<file path="config.mk">
export PLATFORM = sky130hd
export DESIGN_NAME = regfile_wr_arbiter_flat
export DESIGN_NICKNAME = d
export VERILOG_FILES = /design/src/rtl/regfile_wr_arbiter_if.sv /design/src/rtl/regfile_wr_arbiter.sv /design/src/flat_wrapper.sv
export SDC_FILE = /design/constraint.sdc
export NUM_CORES = 1
export LEC_CHECK = 0
export ABC_AREA = 1
export BUFFER_PORTS_ARGS = -buffer_cell sky130_fd_sc_hd__buf_2
export CORE_AREA = 2 2 91 93
export CTS_CLUSTER_SIZE = 40
export DETAILED_ROUTE_END_ITERATION = 10
export DIE_AREA = 0 0 93 95
export GPL_TIMING_DRIVEN = 0
export PLACE_DENSITY = 0.86
export SLEW_MARGIN = 20
export SYNTH_ARGS = -nofsm -noshare
export SYNTH_HDL_FRONTEND = slang
export SYNTH_SLANG_ARGS = --single-unit
</file>
<file path="constraint.sdc">
create_clock -name clk -period 5.45 [get_ports clk]
set_input_delay 0.545 -clock clk [delete_from_list [all_inputs] [get_ports clk]]
set_output_delay 0.545 -clock clk [all_outputs]
set_load 0.01 [all_outputs]
</file>
<file path="src/rtl/regfile_wr_arbiter_if.sv">
// ---------------------------------------------------------------------------
// regfile_wr_arbiter_if
// Bundles the signals between the requesters and the register-file write
// port.
//   req_valid/req_ready/req_addr/req_data : per-requester valid/ready write
//                                           requests, packed k-major
//   stall                                 : freezes arbitration
//   wr_en/wr_addr/wr_data/wr_src          : registered write port
//   r0_drop_cnt                           : saturating count of writes to r0
// Modports: slave  = the arbiter's view
//           master = the requester / register-file view
// ---------------------------------------------------------------------------
interface regfile_wr_arbiter_if #(
    parameter int NREQ = 4,
    parameter int AW   = 5,
    parameter int DW   = 32,
    parameter int GW   = 2
);
    logic [NREQ-1:0]    req_valid;
    logic [NREQ-1:0]    req_ready;
    logic [NREQ*AW-1:0] req_addr;
    logic [NREQ*DW-1:0] req_data;
    logic               stall;
    logic               wr_en;
    logic [AW-1:0]      wr_addr;
    logic [DW-1:0]      wr_data;
    logic [GW-1:0]      wr_src;
    logic [7:0]         r0_drop_cnt;

    modport slave (
        input  req_valid, req_addr, req_data, stall,
        output req_ready, wr_en, wr_addr, wr_data, wr_src, r0_drop_cnt
    );

    modport master (
        output req_valid, req_addr, req_data, stall,
        input  req_ready, wr_en, wr_addr, wr_data, wr_src, r0_drop_cnt
    );
endinterface

</file>
<file path="src/rtl/regfile_wr_arbiter.sv">
// ---------------------------------------------------------------------------
// regfile_wr_arbiter
// Shares the single register-file write port between NREQ requesters using a
// round-robin valid/ready handshake. One accepted request per cycle becomes a
// registered write one cycle later. Writes to register 0 are accepted but
// suppressed on the port, and counted in a saturating 8-bit counter.
// Ports:
//   clk   : rising-edge clock
//   rst_n : asynchronous active-low reset
//   rf    : regfile_wr_arbiter_if.slave (requests, stall, write port, r0 count)
// ---------------------------------------------------------------------------
module regfile_wr_arbiter #(
    parameter int NREQ = 4,
    parameter int AW   = 5,
    parameter int DW   = 32,
    parameter int GW   = 2
) (
    input  logic                     clk,
    input  logic                     rst_n,
    regfile_wr_arbiter_if.slave      rf
);

    if (NREQ < 2 || NREQ > 8 || GW != $clog2(NREQ)) begin : g_bad_params
        $error("regfile_wr_arbiter: NREQ must be 2..8 and GW must equal clog2(NREQ)");
    end

    logic [GW-1:0]   rr_ptr_q, rr_ptr_d;
    logic            wr_en_q, wr_en_d;
    logic [AW-1:0]   wr_addr_q, wr_addr_d;
    logic [DW-1:0]   wr_data_q, wr_data_d;
    logic [GW-1:0]   wr_src_q, wr_src_d;
    logic [7:0]      r0_cnt_q, r0_cnt_d;

    logic            grant_vld;
    logic [GW-1:0]   grant_idx;
    logic [NREQ-1:0] grant;
    logic [AW-1:0]   sel_addr;
    logic [DW-1:0]   sel_data;

    // Round-robin search starting at rr_ptr; the wrap is done by subtraction
    // rather than masking so that non-power-of-two NREQ works.
    always_comb begin
        int k;
        // NOTE: every combinational output gets a default first, so no path
        // leaves it unassigned and no latch is inferred.
        k         = 0;
        grant_vld = 1'b0;
        grant_idx = '0;
        grant     = '0;
        if (!rf.stall) begin
            for (int i = 0; i < NREQ; i++) begin
                k = int'(rr_ptr_q) + i;
                if (k >= NREQ) k = k - NREQ;
                if (!grant_vld && rf.req_valid[k]) begin
                    grant_vld = 1'b1;
                    grant_idx = GW'(k);
                end
            end
        end
        if (grant_vld) grant[grant_idx] = 1'b1;
    end

    // Ready is forced low while reset is asserted, even with valid requests.
    assign rf.req_ready = rst_n ? grant : '0;

    assign sel_addr = rf.req_addr[int'(grant_idx)*AW +: AW];
    assign sel_data = rf.req_data[int'(grant_idx)*DW +: DW];

    always_comb begin
        rr_ptr_d  = rr_ptr_q;
        wr_en_d   = grant_vld && (sel_addr != '0);
        wr_addr_d = wr_addr_q;
        wr_data_d = wr_data_q;
        wr_src_d  = wr_src_q;
        r0_cnt_d  = r0_cnt_q;

        if (grant_vld) begin
            rr_ptr_d = (grant_idx == GW'(NREQ - 1)) ? '0 : grant_idx + GW'(1);
        end

        // A register-0 write completes the handshake but leaves the port
        // fields untouched, so the decoder sees the last real write.
        if (wr_en_d) begin
            wr_addr_d = sel_addr;
            wr_data_d = sel_data;
            wr_src_d  = grant_idx;
        end

        if (grant_vld && (sel_addr == '0) && (r0_cnt_q != 8'hFF)) begin
            r0_cnt_d = r0_cnt_q + 8'd1;
        end
    end

    // NOTE: sequential state uses non-blocking assignments so every flop
    // samples the pre-edge value of its neighbours.
    always_ff @(posedge clk or negedge rst_n) begin
        if (!rst_n) begin
            rr_ptr_q  <= '0;
            wr_en_q   <= 1'b0;
            wr_addr_q <= '0;
            wr_data_q <= '0;
            wr_src_q  <= '0;
            r0_cnt_q  <= '0;
        end else begin
            rr_ptr_q  <= rr_ptr_d;
            wr_en_q   <= wr_en_d;
            wr_addr_q <= wr_addr_d;
            wr_data_q <= wr_data_d;
            wr_src_q  <= wr_src_d;
            r0_cnt_q  <= r0_cnt_d;
        end
    end

    assign rf.wr_en       = wr_en_q;
    assign rf.wr_addr     = wr_addr_q;
    assign rf.wr_data     = wr_data_q;
    assign rf.wr_src      = wr_src_q;
    assign rf.r0_drop_cnt = r0_cnt_q;

endmodule

</file>
<file path="src/flat_wrapper.sv">
// flat-port wrapper written by rule: the top's interface ports become plain ports
module regfile_wr_arbiter_flat 
#(
    parameter int NREQ = 4,
    parameter int AW   = 5,
    parameter int DW   = 32,
    parameter int GW   = 2
)
  (clk, rst_n, rf_req_valid, rf_req_addr, rf_req_data, rf_stall, rf_req_ready, rf_wr_en, rf_wr_addr, rf_wr_data, rf_wr_src, rf_r0_drop_cnt);
  regfile_wr_arbiter_if #(.NREQ(NREQ), .AW(AW), .DW(DW), .GW(GW)) rf_i ();
  input  logic clk;
  input  logic rst_n;
  input wire logic [$bits(rf_i.req_valid)-1:0] rf_req_valid;
  input wire logic [$bits(rf_i.req_addr)-1:0] rf_req_addr;
  input wire logic [$bits(rf_i.req_data)-1:0] rf_req_data;
  input wire logic [$bits(rf_i.stall)-1:0] rf_stall;
  output wire logic [$bits(rf_i.req_ready)-1:0] rf_req_ready;
  output wire logic [$bits(rf_i.wr_en)-1:0] rf_wr_en;
  output wire logic [$bits(rf_i.wr_addr)-1:0] rf_wr_addr;
  output wire logic [$bits(rf_i.wr_data)-1:0] rf_wr_data;
  output wire logic [$bits(rf_i.wr_src)-1:0] rf_wr_src;
  output wire logic [$bits(rf_i.r0_drop_cnt)-1:0] rf_r0_drop_cnt;
  assign rf_i.req_valid = rf_req_valid;
  assign rf_i.req_addr = rf_req_addr;
  assign rf_i.req_data = rf_req_data;
  assign rf_i.stall = rf_stall;
  assign rf_req_ready = rf_i.req_ready;
  assign rf_wr_en = rf_i.wr_en;
  assign rf_wr_addr = rf_i.wr_addr;
  assign rf_wr_data = rf_i.wr_data;
  assign rf_wr_src = rf_i.wr_src;
  assign rf_r0_drop_cnt = rf_i.r0_drop_cnt;
  regfile_wr_arbiter #(.NREQ(NREQ), .AW(AW), .DW(DW), .GW(GW)) u_core (.clk(clk), .rst_n(rst_n), .rf(rf_i));
endmodule
</file>
## Word level (Yosys, flattened, before mapping)

Index checks and enable logic that the tools add are counted.

- Memory bits (read-only): 0
- Latch bits: 0
- Logic and storage cells: 80
- Flip-flop bits (word level): 50
- Memory bits (writable): 0
- Output and inout bits: 52
- Memories kept: 0
- Input bits: 155

- Multipliers: 1
- Equal/unequal tests: 2
- Muxes and demuxes: 38
- Div/mod/pow operators: 0
- Shift-type cells: 2
- Magnitude comparators: 10
- Bitwise logic cells: 0
- $add $sub $neg: 9
- Reduce and logical (&&, ||, !) cells: 12

Operators by type and width:

| operator | count |
|---|---|
| $mux 32 | 8 |
| $lt 32x4->1 const B | 4 |
| $shiftx 128x8->32 | 1 |
| $ge 32x4->1 const B | 3 |
| $sub 32x4->32 const B | 3 |
| $shiftx 20x32->5 | 1 |
| $mux 1 | 17 |
| $mux 2 | 6 |
| $add 8x1->8 const B | 1 |
| $bmux 1 s2 | 4 |
| $mux 4 | 2 |
| $ne 8x8->1 const B | 1 |
| $logic_and 1x1->1 | 7 |
| $add 2x2->3 const B | 2 |
| $logic_not 5->1 | 1 |
| $mul 2x3->5 const B | 1 |
| $reduce_bool 5->1 | 1 |
| $sub 2x3->4 const B | 1 |
| $add 2x1->3 const B | 1 |
| $ge 2x3->1 const B | 1 |
| $logic_not 1->1 | 3 |
| $lt 2x3->1 const B | 1 |
| $add 2x1->2 const B | 1 |
| $demux 1 s2 | 1 |
| other kinds (2) | 2 |

## Longest topological paths before layout

Gate-level depths: netlist (run 1).

- Word-level depth: 26
- Mapped depth: 21
- Gate-level depth less buffers: 18

## Worst setup path before layout (run 1)

Ideal clock, no wire load.

- Kind: input to output
- From: input port rf_req_valid[3]
- To: output port rf_req_ready[2]
- Arrival time: 2.144 ns
- Buffers on the path: 3
- Cell stages on the path: 15
- Path slack: 2.761 ns
- Cell sequence: inv_1 -> nand2_1 -> nand3_1 -> nand2_1 -> nor2_4 -> nand3_2 -> nand2_4 -> inv_4 -> nand2_2 -> buf_6 -> buf_2 -> buf_2 -> ha_1 -> inv_1 -> nor2_1

- Word-level cells in the longest chain between the ends: 23
- Elaborated cells on any way between the ends: 38

RTL lines:

| what | line | source |
|---|---|---|
| start: declaration | flat_wrapper.sv:13 | `input wire logic [$bits(rf_i.req_valid)-1:0] rf_req_valid;` |
| $bmux 1 s2 | regfile_wr_arbiter.sv:54 | `if (!grant_vld && rf.req_valid[k]) begin` |
| $mux 1 (not written as such) (2 in series) | regfile_wr_arbiter.sv:54 |  |
| $mux 1 | regfile_wr_arbiter.sv:54 |  |
| $mux 1 | regfile_wr_arbiter.sv:50 | `if (!rf.stall) begin` |
| $logic_not 1->1 | regfile_wr_arbiter.sv:54 |  |
| $logic_and 1x1->1 | regfile_wr_arbiter.sv:54 |  |
| $mux 1 | regfile_wr_arbiter.sv:54 |  |
| $mux 1 | regfile_wr_arbiter.sv:50 |  |
| [... 6 more ...] | -- |  |
| $mux 2 | regfile_wr_arbiter.sv:54 |  |
| $mux 2 | regfile_wr_arbiter.sv:50 |  |
| $lt 2x3->1 (not written as such) or $ge 2x1->1 (tied branches) | regfile_wr_arbiter.sv:60 | `if (grant_vld) grant[grant_idx] = 1'b1;` |
| $logic_and 1x1->1 (not written as such) | regfile_wr_arbiter.sv:60 |  |
| $mux 1 (not written as such) | regfile_wr_arbiter.sv:60 |  |
| $demux 1 s2 | -- |  |
| $mux 4 (*) | regfile_wr_arbiter.sv:60 |  |
| $mux 4 (*) | regfile_wr_arbiter.sv:64 | `assign rf.req_ready = rst_n ? grant : '0;` |
| end: declaration | flat_wrapper.sv:17 | `output wire logic [$bits(rf_i.req_ready)-1:0] rf_req_ready;` |

Mark *: on every way between the ends. The rest lies on a longest branch, timed or not. The select of a mux whose other input is x is not followed.

## Worst setup path after layout (run 1)

- From: register u_core.rr_ptr_q[0]
- To: output port rf_req_ready[2]

- Word-level cells in the longest chain between the ends: 26
- Elaborated cells on any way between the ends: 57

RTL lines:

| what | line | source |
|---|---|---|
| start: declaration | regfile_wr_arbiter.sv:27 | `logic [GW-1:0] rr_ptr_q, rr_ptr_d;` |
| start signal: assignment | regfile_wr_arbiter.sv:105 | `rr_ptr_q <= rr_ptr_d;` |
| branches (longest 18 deep; another with $sub 32x4->32) | -- |  |
| $mux 2 (*) | regfile_wr_arbiter.sv:54 |  |
| $mux 2 (*) | regfile_wr_arbiter.sv:50 |  |
| via u_core.grant_idx[1] | regfile_wr_arbiter.sv:35 | `logic [GW-1:0] grant_idx;` |
| $lt 2x3->1 (not written as such) or $ge 2x1->1 (tied branches) | regfile_wr_arbiter.sv:60 |  |
| $logic_and 1x1->1 (not written as such) | regfile_wr_arbiter.sv:60 |  |
| $mux 1 (not written as such) | regfile_wr_arbiter.sv:60 |  |
| $demux 1 s2 (*) | -- |  |
| $mux 4 (*) | regfile_wr_arbiter.sv:60 |  |
| $mux 4 (*) | regfile_wr_arbiter.sv:64 |  |

Mark *: on every way through the listed nets, which the timed path passes. The select of a mux whose other input is x is not followed.

==> results of run 1 <==
-- cell usage after synthesis (all sizes together) --
cell type / n
clkbuf: 9
buf: 27
dfrtp: 50
xnor2: 2
ha: 5
o22ai: 19
nor2: 96
nand3: 69
o21bai: 1
or2: 8
nor3: 1
inv: 23
xor2: 4
nand2: 160
o31ai: 13
a21oi: 1
a31oi: 1
nand4: 8
o21ai: 53
-- cells by family after synthesis --
family                   count (synthesis)  share of synthesized area (%)
AO/OA/AOI/OAI                           88                           13.7
XOR/XNOR                                 6                           1.39
adder cells (fa/ha/maj)                  5                           1.66
buffers and inverters                   59                           8.23
flip-flops                              50                           33.2
AND/OR/NAND/NOR                        342                           41.8
-- state kept, by name, summed over array words and instances (netlist names) --
signal / flops
u_core.rr_ptr_q: 2
u_core.rf.wr_src: 2
u_core.rf.wr_addr: 5
u_core.rf.wr_data: 32
u_core.rf.r0_drop_cnt: 8
u_core.rf.wr_en: 1
-- report_power, final --
| part | switching, mW | leakage (nW) | internal, mW |
|---|---|---|---|
| combinational | 1.34 | 2.15 | 0.712 |
| sequential | 0.0946 | 0.625 | 0.536 |
| clock | 0.128 | 0.0483 | 0.0907 |
| total | 1.56 | 2.82 | 1.34 |
-- layer usage --
| metal | global-route usage [%] | vias to the layer above |
|---|---|---|
| met1 | 37.2 | 2137 |
| li1 | - | 2243 |
| met3 | 3.03 | 41 |
| met5 | 0 | - |
| met2 | 50.9 | 265 |
| met4 | 9.80 | 0 |
-- layout by cell type (no fill, tap or decap), types with 3 or more instances in the layout --
cell / instances
buf_1: 3
buf_2: 220
buf_4: 3
buf_6: 7
clkbuf_1: 9
clkbuf_8: 5
dfrtp_1: 50
ha_1: 5
inv_1: 15
inv_2: 6
nand2_1: 146
nand2_2: 11
nand2_4: 3
nand3_1: 56
nand3_2: 13
nand4_1: 8
nor2_1: 91
o21ai_0: 46
o21ai_1: 6
o22ai_1: 19
o31ai_1: 13
or2_2: 7
xor2_1: 4
-- worst max-delay path: stages, from the launching register on --
cell	delay [ns]
dfrtp_1	0.38
buf_6	0.15
inv_8	0.08
nand2_1	0.07
nand3_1	0.10
nand2_1	0.12
nor2_4	0.17
nand2_2	0.08
nor2_4	0.11
nor2_1	0.10
nor2_8	0.20
buf_1	0.53
ha_1	0.27
inv_1	0.04
nor2_1	0.10
buf_2	0.14
-- path summary, 6_finish.rpt --
kind                            depth (start not counted)  slack [ns]                              start                                   end
worst max-delay path                                   15        1.95     u_core.rr_ptr_q[0]$_DFFE_PN0P_                       rf_req_ready[2]
worst min register to register                          2        0.48  u_core.rf.wr_data[17]$_DFFE_PN0P_     u_core.rf.wr_data[17]$_DFFE_PN0P_
worst min-delay path                                    1        0.26                              rst_n  u_core.rf.r0_drop_cnt[2]$_DFFE_PN0P_
min in group clk                                        2        0.48  u_core.rf.wr_data[17]$_DFFE_PN0P_     u_core.rf.wr_data[17]$_DFFE_PN0P_
max in group asynchronous                               1        4.77                              rst_n      u_core.rf.wr_data[2]$_DFFE_PN0P_
worst max register to register                         17        2.70     u_core.rr_ptr_q[0]$_DFFE_PN0P_      u_core.rf.wr_data[4]$_DFFE_PN0P_
-- per-stage QoR --
stage	cell area [um^2]	setup slack [ns]	utilization (%)	std cells
finish	5020	1.95	63.3	869
global route	5020	1.73	63.3	869
CTS	5020	1.93	63.3	869
detailed placement	4930	2.11	62.2	861
global placement	4930	2.20	62.2	861
floorplan	3770	2.76	-	550
-- layout make-up --
| class | instances | area [um^2] | area share [%] |
|---|---|---|---|
| repair buffers | 206 | 1030 | 20.6 |
| well taps | 105 | 131 | 2.62 |
| clock buffers | 5 | 68.8 | 1.37 |
| clock inverters | 3 | 18.8 | 0.374 |
| flip-flops and latches | 50 | 1250 | 24.9 |
| plain buffers | 36 | 214 | 4.26 |
| inverters | 23 | 96.3 | 1.92 |
| multi-input cells | 441 | 2210 | 44.0 |
==> impl_metrics.json, run 1 <==
{
  "post_cts.repair.setup_buffers": 0,
  "grt_max_degree": 52,
  "wl_met2_mm": 6.66,
  "layout_min_cycle_time_ns": 3.50,
  "cp-end-kind": "primary output",
  "tritoncts": "yes",
  "slew_viol_final": 0,
  "final_nets": 923,
  "synthTopCellsByArea": "dfrtp_1 33%, nand2_1 15%, nor2_1 9.1%",
  "finalSetupTns_ns": 0,
  "grt_pass1_wl_mm": 20.2,
  "avgSynthCellArea_um2": 6.85,
  "core-area_um2": 7930,
  "cts_buffers": 5,
  "drive_gt1_share_pct": 37.6,
  "max-vdd-ir-drop_mv": 0.248,
  "cp.arrival_ns": 2.95,
  "yosys.area.top_type_share_pct": 33.2,
  "die_area_um2": 8840,
  "dp_hpwl_mm": 10.7,
  "tightestPinTransition_ns": 0.801,
  "rsz0062_at_grt": "no",
  "yosysWarnings": 0,
  "cts_resized": 0,
  "hold_path_class": "in -> async",
  "hold_viol_final": 0,
  "cts_root_buffer": "clkbuf_8",
  "fin_crit_sh_pct": 64.2,
  "finalSetupViolations": 0,
  "cts_buffer_depth": 2,
  "dr_wl_met3_mm": 1.07,
  "ios": 207,
  "power.leakage_nw": 2.82,
  "ys_types": 34,
  "power_mw": 2.90,
  "finClkSkew_ns": 0.00919,
  "drv_cap": 0,
  "drt_first_pass_iters": 5,
  "ctsHtreeMaxLevel": 2,
  "grt_pass1_vias": 4228,
  "syn_area_um2": 3770,
  "cts.clk_slew.worst_paths_ns": 0.10,
  "slew_headroom_pct": 46.4,
  "fill_cells": 751,
  "port_buffers": 206,
  "syn_nets": 710,
  "insertion_delay_ns": 0.30,
  "netlist_instances": 550,
  "topRoutingLayerUsed": "met4",
  "whs_ns": 0.259,
  "run_status": "complete, no violations",
  "wl_per_cell_um": 15.4,
  "initial_core_util_pct": 47.5,
  "cp_data_required_time_ns": 4.91,
  "dr_total_vias": 4686,
  "track_usage_pct": 28.9,
  "antenna_cells": 0,
  "drt_iter0_drc": 240,
  "ant_nets": 0,
  "area_growth_syn_to_layout_pct": 33.2,
  "ys_seq_area_share_pct": 33.2,
  "drc": 0,
  "die_w_um": 93,
  "place_congestion": 0.891,
  "grt_antenna_before_repair": 0,
  "wl_met1_mm": 5.23,
  "wl_mm": 13.4,
  "dieHeight_um": 95,
  "startpoint_type": "flip-flop",
  "grt-ovfl-total": 0,
  "viasPerCell": 5.39,
  "synth_seq_cells": 50,
  "cp_max_fo": 11,
  "cts_num_sinks": 50,
  "power_density_nw_per_um2": 578,
  "yosys.area.top_type": "dfrtp_1",
  "path_class": "reg -> out",
  "row_count": 33,
  "cts_hold_buf": 0,
  "fmax_ghz": 0.286
}
(Power assumes the default switching activity.)
==> run 2: changes to the inputs <==
--- a/config.mk
+++ b/config.mk
@@ -7,12 +7,12 @@
 export LEC_CHECK = 0
 export ABC_AREA = 1
 export BUFFER_PORTS_ARGS = -buffer_cell sky130_fd_sc_hd__buf_2
-export CORE_AREA = 2 2 91 93
+export CORE_AREA = 2 2 94 96
 export CTS_CLUSTER_SIZE = 40
 export DETAILED_ROUTE_END_ITERATION = 10
-export DIE_AREA = 0 0 93 95
+export DIE_AREA = 0 0 96 98
 export GPL_TIMING_DRIVEN = 0
-export PLACE_DENSITY = 0.86
+export PLACE_DENSITY = 0.81
 export SLEW_MARGIN = 20
 export SYNTH_ARGS = -nofsm -noshare
 export SYNTH_HDL_FRONTEND = slang
==> constraint.sdc (replaced) <==
create_clock -name clk -period 3.5 [get_ports clk]
set_input_delay 0.35 -clock clk [delete_from_list [all_inputs] [get_ports clk]]
set_output_delay 0.35 -clock clk [all_outputs]
set_load 0.01 [all_outputs]
==> impl_metrics.json, run 2 (synthesis gave the netlist of run 1 again) <==
{
  "max_stage_delay_ns": 0.39,
  "final_cell_mix": "219 x buf_2, 146 x nand2_1, 91 x nor2_1",
  "cts_num_sinks": 50,
  "slew_viol_final": 0,
  "placed_area_um2": 4930,
  "drt_first_pass_iters": 5,
  "dr_total_vias": 4639,
  "grt_max_degree": 52,
  "dieHeight_um": 98,
  "busiest_layer": "met2",
  "path_class": "reg -> out",
  "wl_per_cell_um": 16.7,
  "pre_cts_ws_ns": 0.512,
  "grt_antenna_before_repair": 0,
  "grt_pass1_wl_mm": 22.6,
  "cts_buffer_depth": 2,
  "power.leakage_nw": 2.83,
  "met2_usage_pct": 52.7,
  "final_area_um2": 5050,
  "cp.arrival_ns": 2.86,
  "fin_util_pct": 59.6,
  "ant_nets": 0,
  "tightestPinTransition_ns": 0.796,
  "grtUsageMet1_pct": 40.7,
  "wl_mm": 14.5,
  "final_cells": 871,
  "post_cts.repair.setup_buffers": 0,
  "rr_startpoint": "u_core.rr_ptr_q[0]$_DFFE_PN0P_",
  "r2r_end": "u_core.rf.wr_data[1]$_DFFE_PN0P_",
  "startpoint_type": "flip-flop",
  "cp_max_fo": 11,
  "place_congestion": 0.992,
  "cts_root_buffer": "clkbuf_8",
  "power_density_nw_per_um2": 919,
  "drc": 0,
  "rrSetupSlack_ns": 0.62,
  "grt_pass1_vias": 4354,
  "finalSetupTns_ns": 0,
  "dp_hpwl_mm": 11.7,
  "run_status": "complete, no violations",
  "drt_iter0_drc": 306,
  "initial_core_util_pct": 44.5,
  "hold_viol_final": 0,
  "ios": 207,
  "crit_chain": "buf_6 -> inv_8 -> nand2_2 -> nand2_2 -> nand2_2 -> nand2_2 -> nor2_4 -> nand3_2 -> nand2_4 -> inv_4 -> nand2_2 -> buf_6 -> inv_2 -> buf_2 -> buf_2 -> ha_1 -> inv_1 -> nor2_1 -> buf_2",
  "layout_min_cycle_time_ns": 3.21,
  "core-area_um2": 8470,
  "grt-ovfl-total": 0,
  "track_usage_pct": 31.4,
  "path_common_cell": "nand2_2",
  "final_common_cell": "buf_2",
  "cts_resized": 0,
  "placed_cells": 864,
  "max-vdd-ir-drop_mv": 0.398,
  "fill_cells": 846,
  "r2r_cells": 15,
  "drv_cap": 0,
  "cp-end-kind": "primary output",
  "area_growth_syn_to_layout_pct": 33.9,
  "die_area_um2": 9410,
  "cts_hold_buf": 0,
  "fmax_ghz": 0.311,
  "cts.clk_slew.worst_paths_ns": 0.10,
  "tritoncts": "yes",
  "fin_crit_sh_pct": 91.8,
  "met3_usage_pct": 4.40,
  "die_w_um": 96,
  "finClkSkew_ns": 0.0129,
  "largest_register_ffs": 32,
  "cp_data_required_time_ns": 3.15,
  "port_buffers": 206,
  "crit_slowest_cell": "dfrtp_1",
  "slew_headroom_pct": 46.7,
  "antenna_cells": 0,
  "cts_buffers": 5,
  "drive_gt1_share_pct": 37.5,
  "rsz0062_at_grt": "no",
  "row_count": 34,
  "finalSetupViolations": 0,
  "ctsHtreeMaxLevel": 2,
  "insertion_delay_ns": 0.32,
  "hold_path_class": "in -> async",
  "finalWorstSetupSlack_ns": 0.286,
  "final_nets": 922,
  "viasPerCell": 5.33
}
run 2: changes by cell type in the layout (fill, tap and decap cells not counted), sizes merged:
| cell | delta |
|---|---|
| clkinv | -2 |
| inv | -1 |
| clkbuf | +1 |
| clkinvlp | +1 |
| buf | -1 |
| bufinv | +1 |
run 2: critical path: cells and delay by family (launching register included):
kind,cells,cell delay [ns]
buffers and inverters,9,1.28
and+or+nand+nor,9,0.69
DFF,1,0.39
adders and majority gates,1,0.19
run 2: worst max path at each step:
stage | startpoint | to | slack (ns) | depth (start not counted)
floorplan | u_core.rr_ptr_q[0]$_DFFE_PN0P_ | rf_req_ready[2] | 1.06 | 16
global placement | u_core.rr_ptr_q[0]$_DFFE_PN0P_ | rf_req_ready[2] | 0.54 | 15
detailed placement | u_core.rr_ptr_q[0]$_DFFE_PN0P_ | rf_req_ready[2] | 0.51 | 15
CTS | u_core.rr_ptr_q[0]$_DFFE_PN0P_ | rf_req_ready[2] | 0.16 | 15
global route | u_core.rr_ptr_q[0]$_DFFE_PN0P_ | rf_req_ready[0] | 0.01 | 16
finish | u_core.rr_ptr_q[0]$_DFFE_PN0P_ | rf_req_ready[3] | 0.29 | 19
run 2: power breakdown:
group	internal [mW]	leakage, nW	total (mW)	switching (mW)
logic	1.11	2.15	3.23	2.12
registers	0.835	0.625	0.994	0.159
clock network	0.214	0.0514	0.416	0.202
total	2.16	2.83	4.64	2.48
run 2: layout make-up:
| cell class | count | area, um^2 | share of cell area [%] |
|---|---|---|---|
| flip-flops and latches | 50 | 1250 | 24.8 |
| repair buffers | 206 | 1030 | 20.5 |
| well taps | 108 | 135 | 2.68 |
| clock inverters | 2 | 37.5 | 0.744 |
| inverters | 23 | 96.3 | 1.91 |
| clock buffers | 6 | 72.6 | 1.44 |
| plain buffers | 35 | 213 | 4.22 |
| multi-input cells | 441 | 2210 | 43.7 |
run 2: through the flow:
step / hold slack, ns / power (mW)
after floorplan: 0.0544 / 3.15
after global placement: 0.450 / 4.16
after detailed placement: 0.453 / 4.20
after CTS: 0.271 / 4.62
after global routing: 0.0922 / 5.05
final: 0.0478 / 4.64
run 2: metal layers:
metal / vias to the layer above / share of wire, % / wire length (um)
li1: 2239 / - / -
met1: 2182 / 40 / 5870
met2: 192 / 51 / 7330
met3: 26 / 6.3 / 913
met4: 0 / 2.7 / 397
met5: - / 0 / 0
